[src/rtl/blob_pkg.sv]
// Shared types and helper functions for the blob rasterizer.
package blob_pkg;

    typedef enum logic [1:0] {
        IDLE   = 2'd0,
        CLEAR  = 2'd1,
        DRAW   = 2'd2,
        COMMIT = 2'd3
    } state_t;

    // True when offset (dx,dy) lies inside the clipped diamond sprite.
    function automatic logic in_sprite(input int dx, input int dy, input int radius, input int corner);
        int adx;
        int ady;
        adx = (dx < 0) ? -dx : dx;
        ady = (dy < 0) ? -dy : dy;
        return (adx <= radius) && (ady <= radius) && ((adx + ady) <= corner);
    endfunction

    // Fixed-point coordinate to signed cell index (arithmetic shift keeps negatives negative).
    function automatic int cell_of(input int coord, input int frac_bits);
        return coord >>> frac_bits;
    endfunction

endpackage

[src/rtl/blob_rasterizer_frame_timer.sv]
// Free-running frame timer: emits a one-cycle tick every FRAME_CYCLES enabled clocks.
module frame_timer #(
    parameter int FRAME_CYCLES = 10000
) (
    input  logic clk,
    input  logic reset,
    input  logic enable,
    output logic tick
);

    localparam int CNT_W = (FRAME_CYCLES > 1) ? $clog2(FRAME_CYCLES) : 1;

    logic [CNT_W-1:0] count_r;

    assign tick = enable && (count_r == CNT_W'(FRAME_CYCLES - 1));

    // Count enabled cycles, wrap on tick, hold while disabled.
    always_ff @(posedge clk or posedge reset) begin
        if (reset) begin
            count_r <= '0;
        end else if (tick) begin
            count_r <= '0;
        end else if (enable) begin
            count_r <= count_r + 1'b1;
        end else begin
            count_r <= count_r;
        end
    end

endmodule

[src/rtl/blob_rasterizer.sv]
// Snapshots particle positions on each frame tick, draws one diamond-sprite cell per cycle
// into a back buffer and commits the finished buffer to the front matrix.
module blob_rasterizer
    import blob_pkg::*;
#(
    parameter int N_PART       = 4,
    parameter int COORD_W      = 12,
    parameter int FRAC_BITS    = 4,
    parameter int GRID_W       = 16,
    parameter int GRID_H       = 16,
    parameter int RADIUS       = 2,
    parameter int CORNER       = 3,
    parameter int FRAME_CYCLES = 10000,
    parameter bit CHECK_LAT    = 1'b1
) (
    input  logic                        clk,
    input  logic                        reset,
    input  logic                        enable,
    input  logic [N_PART*COORD_W-1:0]   pos_x,
    input  logic [N_PART*COORD_W-1:0]   pos_y,
    input  logic [N_PART-1:0]           part_valid,
    output logic [GRID_W*GRID_H-1:0]    matrix,
    output logic                        frame_done,
    output logic                        busy,
    output logic                        overrun
);

    localparam int CELL_W    = COORD_W - FRAC_BITS + 1;
    localparam int SIDE      = 2 * RADIUS + 1;
    localparam int FRAME_LAT = 2 + N_PART * SIDE * SIDE;
    localparam int NCELL     = GRID_W * GRID_H;
    localparam int IDX_W     = (NCELL > 1) ? $clog2(NCELL) : 1;
    localparam int PIDX_W    = (N_PART > 1) ? $clog2(N_PART) : 1;
    localparam int OFF_W     = $clog2(RADIUS + 1) + 2;
    localparam logic signed [OFF_W-1:0] NEG_R = OFF_W'(-RADIUS);
    localparam logic signed [OFF_W-1:0] POS_R = OFF_W'(RADIUS);

    // A frame period shorter than the render latency would drop every other frame.
    if (CHECK_LAT && (FRAME_CYCLES <= FRAME_LAT)) begin : g_lat_check
        $error("blob_rasterizer: FRAME_CYCLES must exceed FRAME_LAT");
    end

    state_t                       state_r;
    state_t                       state_s;
    logic                         tick_s;
    logic [N_PART*COORD_W-1:0]    sx_snap_r;
    logic [N_PART*COORD_W-1:0]    sy_snap_r;
    logic [N_PART-1:0]            valid_snap_r;
    logic [PIDX_W-1:0]            p_r;
    logic signed [OFF_W-1:0]      dx_r;
    logic signed [OFF_W-1:0]      dy_r;
    logic [NCELL-1:0]             back_r;
    logic [NCELL-1:0]             matrix_r;
    logic                         frame_done_r;
    logic                         overrun_r;
    logic signed [COORD_W-1:0]    sx_cur_s;
    logic signed [COORD_W-1:0]    sy_cur_s;
    logic signed [CELL_W-1:0]     cx_s;
    logic signed [CELL_W-1:0]     cy_s;
    logic [IDX_W-1:0]             idx_s;
    logic                         hit_s;
    logic                         last_s;

    frame_timer #(.FRAME_CYCLES(FRAME_CYCLES)) u_timer (
        .clk    (clk),
        .reset  (reset),
        .enable (enable),
        .tick   (tick_s)
    );

    assign sx_cur_s = sx_snap_r[p_r*COORD_W +: COORD_W];
    assign sy_cur_s = sy_snap_r[p_r*COORD_W +: COORD_W];

    // Evaluate the current sprite cell: grid position, visibility and end-of-draw.
    always_comb begin
        cx_s   = CELL_W'(cell_of(int'(sx_cur_s), FRAC_BITS) + int'(dx_r));
        cy_s   = CELL_W'(cell_of(int'(sy_cur_s), FRAC_BITS) + int'(dy_r));
        idx_s  = IDX_W'(int'(cy_s) * GRID_W + int'(cx_s));
        hit_s  = valid_snap_r[p_r]
              && in_sprite(int'(dx_r), int'(dy_r), RADIUS, CORNER)
              && (int'(cx_s) >= 0) && (int'(cx_s) < GRID_W)
              && (int'(cy_s) >= 0) && (int'(cy_s) < GRID_H);
        last_s = (p_r == PIDX_W'(N_PART - 1)) && (dx_r == POS_R) && (dy_r == POS_R);
    end

    // Frame sequencing: IDLE -> CLEAR -> DRAW -> COMMIT -> IDLE.
    always_comb begin
        state_s = state_r;
        case (state_r)
            IDLE:    if (tick_s) state_s = CLEAR; else state_s = IDLE;
            CLEAR:   state_s = DRAW;
            DRAW:    if (last_s) state_s = COMMIT; else state_s = DRAW;
            COMMIT:  state_s = IDLE;
            default: state_s = IDLE;
        endcase
    end

    // State register.
    always_ff @(posedge clk or posedge reset) begin
        if (reset) begin
            state_r <= IDLE;
        end else begin
            state_r <= state_s;
        end
    end

    // Snapshot, sprite walk, back-buffer writes, commit and status pulses.
    always_ff @(posedge clk or posedge reset) begin
        if (reset) begin
            sx_snap_r    <= '0;
            sy_snap_r    <= '0;
            valid_snap_r <= '0;
            p_r          <= '0;
            dx_r         <= '0;
            dy_r         <= '0;
            back_r       <= '0;
            matrix_r     <= '0;
            frame_done_r <= 1'b0;
            overrun_r    <= 1'b0;
        end else begin
            frame_done_r <= 1'b0;
            overrun_r    <= tick_s && (state_r != IDLE);
            case (state_r)
                IDLE: begin
                    if (tick_s) begin
                        sx_snap_r    <= pos_x;
                        sy_snap_r    <= pos_y;
                        valid_snap_r <= part_valid;
                    end
                end
                CLEAR: begin
                    back_r <= '0;
                    p_r    <= '0;
                    dx_r   <= NEG_R;
                    dy_r   <= NEG_R;
                end
                DRAW: begin
                    if (hit_s) begin
                        back_r <= back_r | (NCELL'(1) << idx_s);
                    end
                    // dx fastest, then dy, then particle.
                    if (dx_r == POS_R) begin
                        dx_r <= NEG_R;
                        if (dy_r == POS_R) begin
                            dy_r <= NEG_R;
                            p_r  <= p_r + 1'b1;
                        end else begin
                            dy_r <= dy_r + 1'b1;
                        end
                    end else begin
                        dx_r <= dx_r + 1'b1;
                    end
                end
                COMMIT: begin
                    matrix_r     <= back_r;
                    frame_done_r <= 1'b1;
                end
                default: begin
                    back_r <= back_r;
                end
            endcase
        end
    end

    assign matrix     = matrix_r;
    assign frame_done = frame_done_r;
    assign busy       = (state_r != IDLE);
    assign overrun    = overrun_r;

endmodule

[config.mk]
export PLATFORM = sky130hd
export DESIGN_NAME = blob_rasterizer
export DESIGN_NICKNAME = d
export VERILOG_FILES = /design/src/rtl/blob_pkg.sv /design/src/rtl/blob_rasterizer_frame_timer.sv /design/src/rtl/blob_rasterizer.sv
export SDC_FILE = /design/constraint.sdc
export NUM_CORES = 2
export LEC_CHECK = 0
export BUFFER_PORTS_ARGS = -buffer_cell sky130_fd_sc_hd__buf_2
export CAP_MARGIN = 20
export CORE_ASPECT_RATIO = 0.6
export CORE_MARGIN = 10
export CORE_UTILIZATION = 30
export CTS_BUF_LIST = sky130_fd_sc_hd__clkbuf_16
export CTS_CLUSTER_DIAMETER = 60
export CTS_CLUSTER_SIZE = 16
export DETAILED_ROUTE_END_ITERATION = 16
export GPL_ROUTABILITY_DRIVEN = 1
export PLACE_DENSITY_LB_ADDON = 0.05
export SYNTH_ARGS = -nofsm -noshare
export SYNTH_HDL_FRONTEND = slang
export SYNTH_SLANG_ARGS = --single-unit
[constraint.sdc]
create_clock -name clk -period 23.1 [get_ports clk]
set_input_delay 1.155 -clock clk [delete_from_list [all_inputs] [get_ports clk]]
set_output_delay 1.155 -clock clk [all_outputs]
set_load 0.01 [all_outputs]
---- Word-level counts from Yosys, hierarchy flattened ----
Index checks and enable logic that the tools add are counted.
Widths: inputs -> output; s select.
cells by class
  add/subtract/negate cells ............... 10
  $mul .................................... 1
  order comparisons ....................... 10
  equality and inequality tests ........... 10
  shift operators ......................... 3
  muxes and demuxes ....................... 20
  bitwise logic cells ..................... 1
  reduce and logical (&&, ||, !) cells .... 19
operators with widths
  operator               count
  $pmux 256 s2           1
  $mux 256               1
  $or 256x256->256       1
  $shl 1x8->256 const A  1
  $le 32x3->1 const B    3
  $shiftx 48x7->12       2
  $mux 32                2
  $neg 4->32             2
  $add 32x32->32         1
  $mux 14                2
  $add 8x4->9            2
  $ge 9x1->1 const B     2
  $lt 9x6->1 const B     2
  $pmux 4 s2             2
  $add 14x1->14 const B  1
  $eq 14x14->1 const B   1
  $mux 4                 3
  $logic_and 1x1->1      11
  $add 4x1->4 const B    2
  $add 8x8->8            1
  $eq 4x3->1 const B     2
  $lt 4x1->1 const B     2
  $pmux 2 s4             1
  $eq 2x2->1 const B     3
  other kinds (13)       23
word-level totals
  register bits ........................... 640
  input port bits ......................... 103
  output and inout port bits .............. 259
  word-level logic and storage cells ...... 86

---- Depth between registers and ports, before layout ----
  depth in word-level cells ............... 12
  depth in mapped cells ................... 18
  depth with buffers taken out ............ 14

---- Hierarchy ----
From an unflattened synthesis, not the netlist that was laid out.
unflattened totals
  cell total of the unflattened synthesis .. 2096
  area total of the unflattened synthesis .. 25557.0 um^2
modules (own cells, without submodules)
  module           times used  cells an instance  area each (um^2)  sequential area each (um^2)
  blob_rasterizer  1           2028               24877.6           14864.3
  frame_timer      1           68                 679.4             350.3

---- Worst setup path after synthesis ----
No wires, ideal clock.
  path kind ............................... reg2reg
  start ................................... reg p_r[0]
  end ..................................... reg back_r[193]
  library setup time ...................... 96 ps
  arrival time ............................ 4851 ps
  required time ........................... 23004 ps
  slack ................................... 18154 ps
  stages on the path, launching flop included .. 19
  path buffers ............................ 4
  clock period less this slack ............ 4946 ps
  path through ............................ dfrtp_1 -> clkbuf_1 -> buf_1 -> mux4_2 -> ha_1 -> a21oi_1 -> nand2_1 -> or3_1 -> and2_1 -> ha_1 -> a21o_1 -> a21oi_1 -> xor2_1 -> xnor2_1 -> xor2_1 -> a32oi_1 -> buf_4 -> buf_6 -> o31ai_1
between the ends
  word-level cells in the longest chain between the ends .. 10
  elaborated cells between the ends (all ways) .. 23
  classes of those cells .................. 3 x add/sub; 1 x mul; 4 x order compare; 1 x eq/ne; 3 x shift; 4 x mux; 1 x bitwise; 6 x reduce/logical
ends and longest elaborated chain
  item                                                                  line                    text
  start: declaration                                                    blob_rasterizer.sv:49   logic [PIDX_W-1:0] p_r;
  start signal: assignment                                              blob_rasterizer.sv:146  p_r <= p_r + 1'b1;
  parallel branches: the longest is 10 deep, another holds $add 8x4->9  n/a
  end signal: assignment                                                blob_rasterizer.sv:139  back_r <= back_r | (NCELL'(1) << idx_s);
  end signal: assignment                                                blob_rasterizer.sv:159  back_r <= back_r;
  end: declaration                                                      blob_rasterizer.sv:52   logic [NCELL-1:0] back_r;
Several ways; the timed one is not identified. The select of a mux whose other input is x is not followed.
A chain may end at the register's enable or synchronous reset.

---- Worst setup path in the final report ----
  start ................................... reg p_r[0]
  end ..................................... reg back_r[215]
The elaborated chain is that of the path after synthesis.

==> summary.txt <==
Status
  • Status: complete, no violations

Cells and area
  • Final Net Count: 2361
  • Multi-input logic area: 8750 um^2
  • Area delta synth->final: 17.5%
  • Reg area: 15200 um^2
  • Ratio of cells with drive above 1 in the final layout: 0.356
  • # fillers: 7910

Synth
  • Post-synth top area share: 0.624
  • Syn avg cell area: 12.8 um^2
  • Most used DFF post-synth: dfrtp_1
  • Count of different cell masters after synthesis: 51
  • Sequential area share after synthesis: 0.624
  • Seq cells post-synth: 608
  • Ys async rst share: 1.00
  • Synth area leaders: dfrtp_1 62%, mux2_2 15%, nand2_1 4.8%
  • Cells after synthesis: 1900
  • Dominant cell type by area after synthesis: dfrtp_1
  • Synth Warn #: 0
  • EDFF count, synth: 0
  • Post-Syn Area: 24400 um^2

Critical path
  • Slowest stage delay, CP: 0.82 ns
  • Slowest CP cell: nand4_1
  • Crit path DAT: 6.57 ns
  • R2r setup slk: 17.03 ns
  • CP delay by family, top: XOR/XNOR gates
  • WP buf/inv: 2
  • Critical path startpoint category: flip-flop
  • Crit path kind: flip-flop to flip-flop
  • CP Cell Sequence: buf_4 -> mux4_2 -> ha_1 -> fa_1 -> a211oi_1 -> o21bai_1 -> a21oi_1 -> xnor2_1 -> ha_1 -> a21oi_1 -> xor2_1 -> xnor2_1 -> xor2_1 -> nand4_1 -> buf_4 -> o21ai_0
  • Worst-path fanout max: 21
  • Worst setup EP type: flip-flop
  • Worst Path Required: 23.60 ns
  • WP depth: 16
  • Register-to-Register Path Depth: 16

Timing
  • Setup TNS: 0 ns
  • Final hold vios: 0
  • Clock Skew: 0.0309 ns
  • Crit path time final: 6.07 ns
  • Rel. slew slack: 0.219
  • Hold slack final: 0.474 ns
  • Pins Over Slew Limit: 0
  • Worst Tran Pin Value: 1.17 ns
  • Crit share post-route: 0.263
  • F_max: 165 MHz
  • Unrepaired setup endpoints after global routing: no
  • Final setup viols: 0

Pwr
  • Cell Pwr Density: 66.5 nW/um^2
  • Leak: 14.5 nW
  • P_sw: 430 uW
  • Combinational power share: 0.024
  • Switching portion of total power: 0.226
  • Peak supply drop: 0.0442 mV
  • Clk pwr share: 0.411
  • P_int: 1.47 mW
  • Sequential Power Share: 0.565

Floorplan
  • Initial Util: 0.305
  • IO Pins: 362
  • Die Span X: 388 um
  • Die Height: 241 um
  • Row count: 80
  • Core area: 80000 um^2
  • Die ar.: 93500 um^2

Placed design
  • Final GP Congestion: 0.770
  • # port buffers: 329
  • Final HPWL DP: 50000 um

Route
  • Vias/cell: 4.77
  • DR vias: 15700
  • Drt drc: 0
  • WL per Instance: 22.4 um
  • DR pass1 iterations: 5
  • Number of DRC markers in iteration 0: 1062
  • Final wirelength: 74100 um
  • Final ANT Viol Nets: 0

CTS
  • Clock-pin slew on the worst setup and hold paths: 0.08 ns
  • Setup bufs post-CTS: 0
  • CTS tree: done
  • Clock buffer depth: 3
  • Hold buffers post-CTS: 0
  • TritonCTS buffer count: 46
  • Post-CTS Resized: 0
  • CTS H-tree lvls: 2
  • Worst-skew pair later-pin latency: 0.62 ns
  • Clock Sinks: 608
  • Root Buffer: clkbuf_16

Global route
  • Vias in the first global route: 16600
  • First-pass GRT wire length: 112000 um
  • GRT Overall Usage: 0.156
  • Grt total ovfl: 0
  • Largest net degree at the start of global routing: 149
  • Antenna violations before repair: 6

Flow run
  • Max-cap check violation count: 0

Hold path
  • Hold Crit Depth: 2
  • HP Class: flip-flop to flip-flop
-- routing by layer --
layer / vias to the layer above / global-route usage / routed length (um)
li1: 7211 / - / -
met1: 8172 / 0.229 / 36600
met2: 280 / 0.240 / 33000
met3: 84 / 0.0288 / 3380
met4: 2 / 0.0297 / 1140
met5: - / 0 / 7
-- metrics by stage --
step | setup WS (ns) | utilization | area (um^2) | instances | total power, mW
after global routing | 16.49 | 0.358 | 28600 | 3294 | 1.99
final | 17.03 | 0.358 | 28700 | 3299 | 1.90
after global placement | 17.05 | 0.341 | 27300 | 3228 | 1.14
after detailed placement | 16.96 | 0.341 | 27300 | 3228 | 1.14
after floorplan | 4.92 | - | 24400 | 1911 | 1.13
after CTS | 16.90 | 0.358 | 28600 | 3293 | 1.94
-- cells in the final DEF, fill, tap and decap left out, drive strengths merged, types with 3 or more instances in the layout --
cell type,netlist,routed
clkbuf,92,49
o41ai,16,16
dfrtp,608,608
nand4,13,13
fa,4,4
xnor2,17,17
a31oi,4,4
clkinv,0,5
o21ai,214,214
nor2b,6,6
nor4,6,6
a21oi,11,11
conb,1,12
nand3,30,30
xor2,12,12
diode,0,5
ha,43,43
inv,22,30
a211oi,5,5
o31ai,43,43
mux4,16,16
a21o,3,3
nand2b,6,6
and3b,3,3
and3,3,3
nor3b,5,5
nor2,26,26
nor3,9,9
and2,4,4
buf,17,361
mux2,326,326
nand2,315,315
-- flip-flops by register name, indices dropped and copies added, names as in the netlist --
register	cells
back_r	256
p_r	2
matrix	256
dy_r	4
state_r	2
frame_done	1
overrun	1
dx_r	4
sx_snap_r	32
u_timer.count_r	14
sy_snap_r	32
valid_snap_r	4
-- final cells by class --
| class | instances | area share |
|---|---|---|
| Timing Repair Buffer | 361 | 0.0667 |
| Tap cell | 1066 | 0.0466 |
| Clock buffer | 49 | 0.0428 |
| Clock inverter | 16 | 0.00380 |
| Multi-Input combinational cell | 1172 | 0.306 |
| Sequential cell | 608 | 0.531 |
| Antenna cell | 5 | 0.000437 |
| Inverter | 22 | 0.00314 |
-- kinds of logic after synthesis --
kind of cell,share of synthesized area
fa+ha+maj,0.0253
compound gates,0.0759
other cells,0.000154
mux,0.166
xor+xnor,0.0104
buf+inv,0.0215
simple gates,0.0766
flops,0.624
-- cells in the mapped netlist (4+ instances only) --
master,number
dfrtp_1,608
mux2_2,326
nand2_1,315
o21ai_0,213
clkbuf_1,92
ha_1,43
nand3_1,30
nor2_1,26
o31ai_1,25
inv_1,22
o31ai_2,18
xnor2_1,17
mux4_2,16
o41ai_1,15
nand4_1,13
buf_1,12
xor2_1,12
a21oi_1,11
nor3_1,8
nand2b_1,6
nor2b_1,6
nor4_1,6
a211oi_1,5
nor3b_1,5
a31oi_1,4
and2_1,4
buf_6,4
fa_1,4
-- worst register-to-register path, stage by stage (launching register included) --
cell and delay [ns]:
dfrtp_1 0.34, buf_4 0.38, mux4_2 0.63, ha_1 0.24, fa_1 0.47, a211oi_1 0.25, o21bai_1 0.13, a21oi_1 0.19
xnor2_1 0.24, ha_1 0.36, a21oi_1 0.18, xor2_1 0.10, xnor2_1 0.48, xor2_1 0.46, nand4_1 0.82, buf_4 0.52
o21ai_0 0.19
-- final timing paths --
path,endpoint,start
min in group asynchronous,matrix[95]$_DFFE_PP0P_,reset
min,back_r[91]$_DFFE_PP0P_,back_r[91]$_DFFE_PP0P_
max reg2reg,back_r[215]$_DFFE_PP0P_,p_r[0]$_DFFE_PP0P_
min reg2reg,back_r[91]$_DFFE_PP0P_,back_r[91]$_DFFE_PP0P_
max in group asynchronous,matrix[136]$_DFFE_PP0P_,reset
max,back_r[215]$_DFFE_PP0P_,p_r[0]$_DFFE_PP0P_
-- power by group through the flow --
stage	sequential (mW)	clock, mW	combinational [mW]
finish	1.08	0.783	0.0460
global route	1.08	0.860	0.0546
CTS	1.08	0.819	0.0477
detailed placement	1.10	0	0.0476
global placement	1.10	0	0.0468
floorplan	1.10	0	0.0303
No activity file was read; power rests on OpenSTA's default activity.
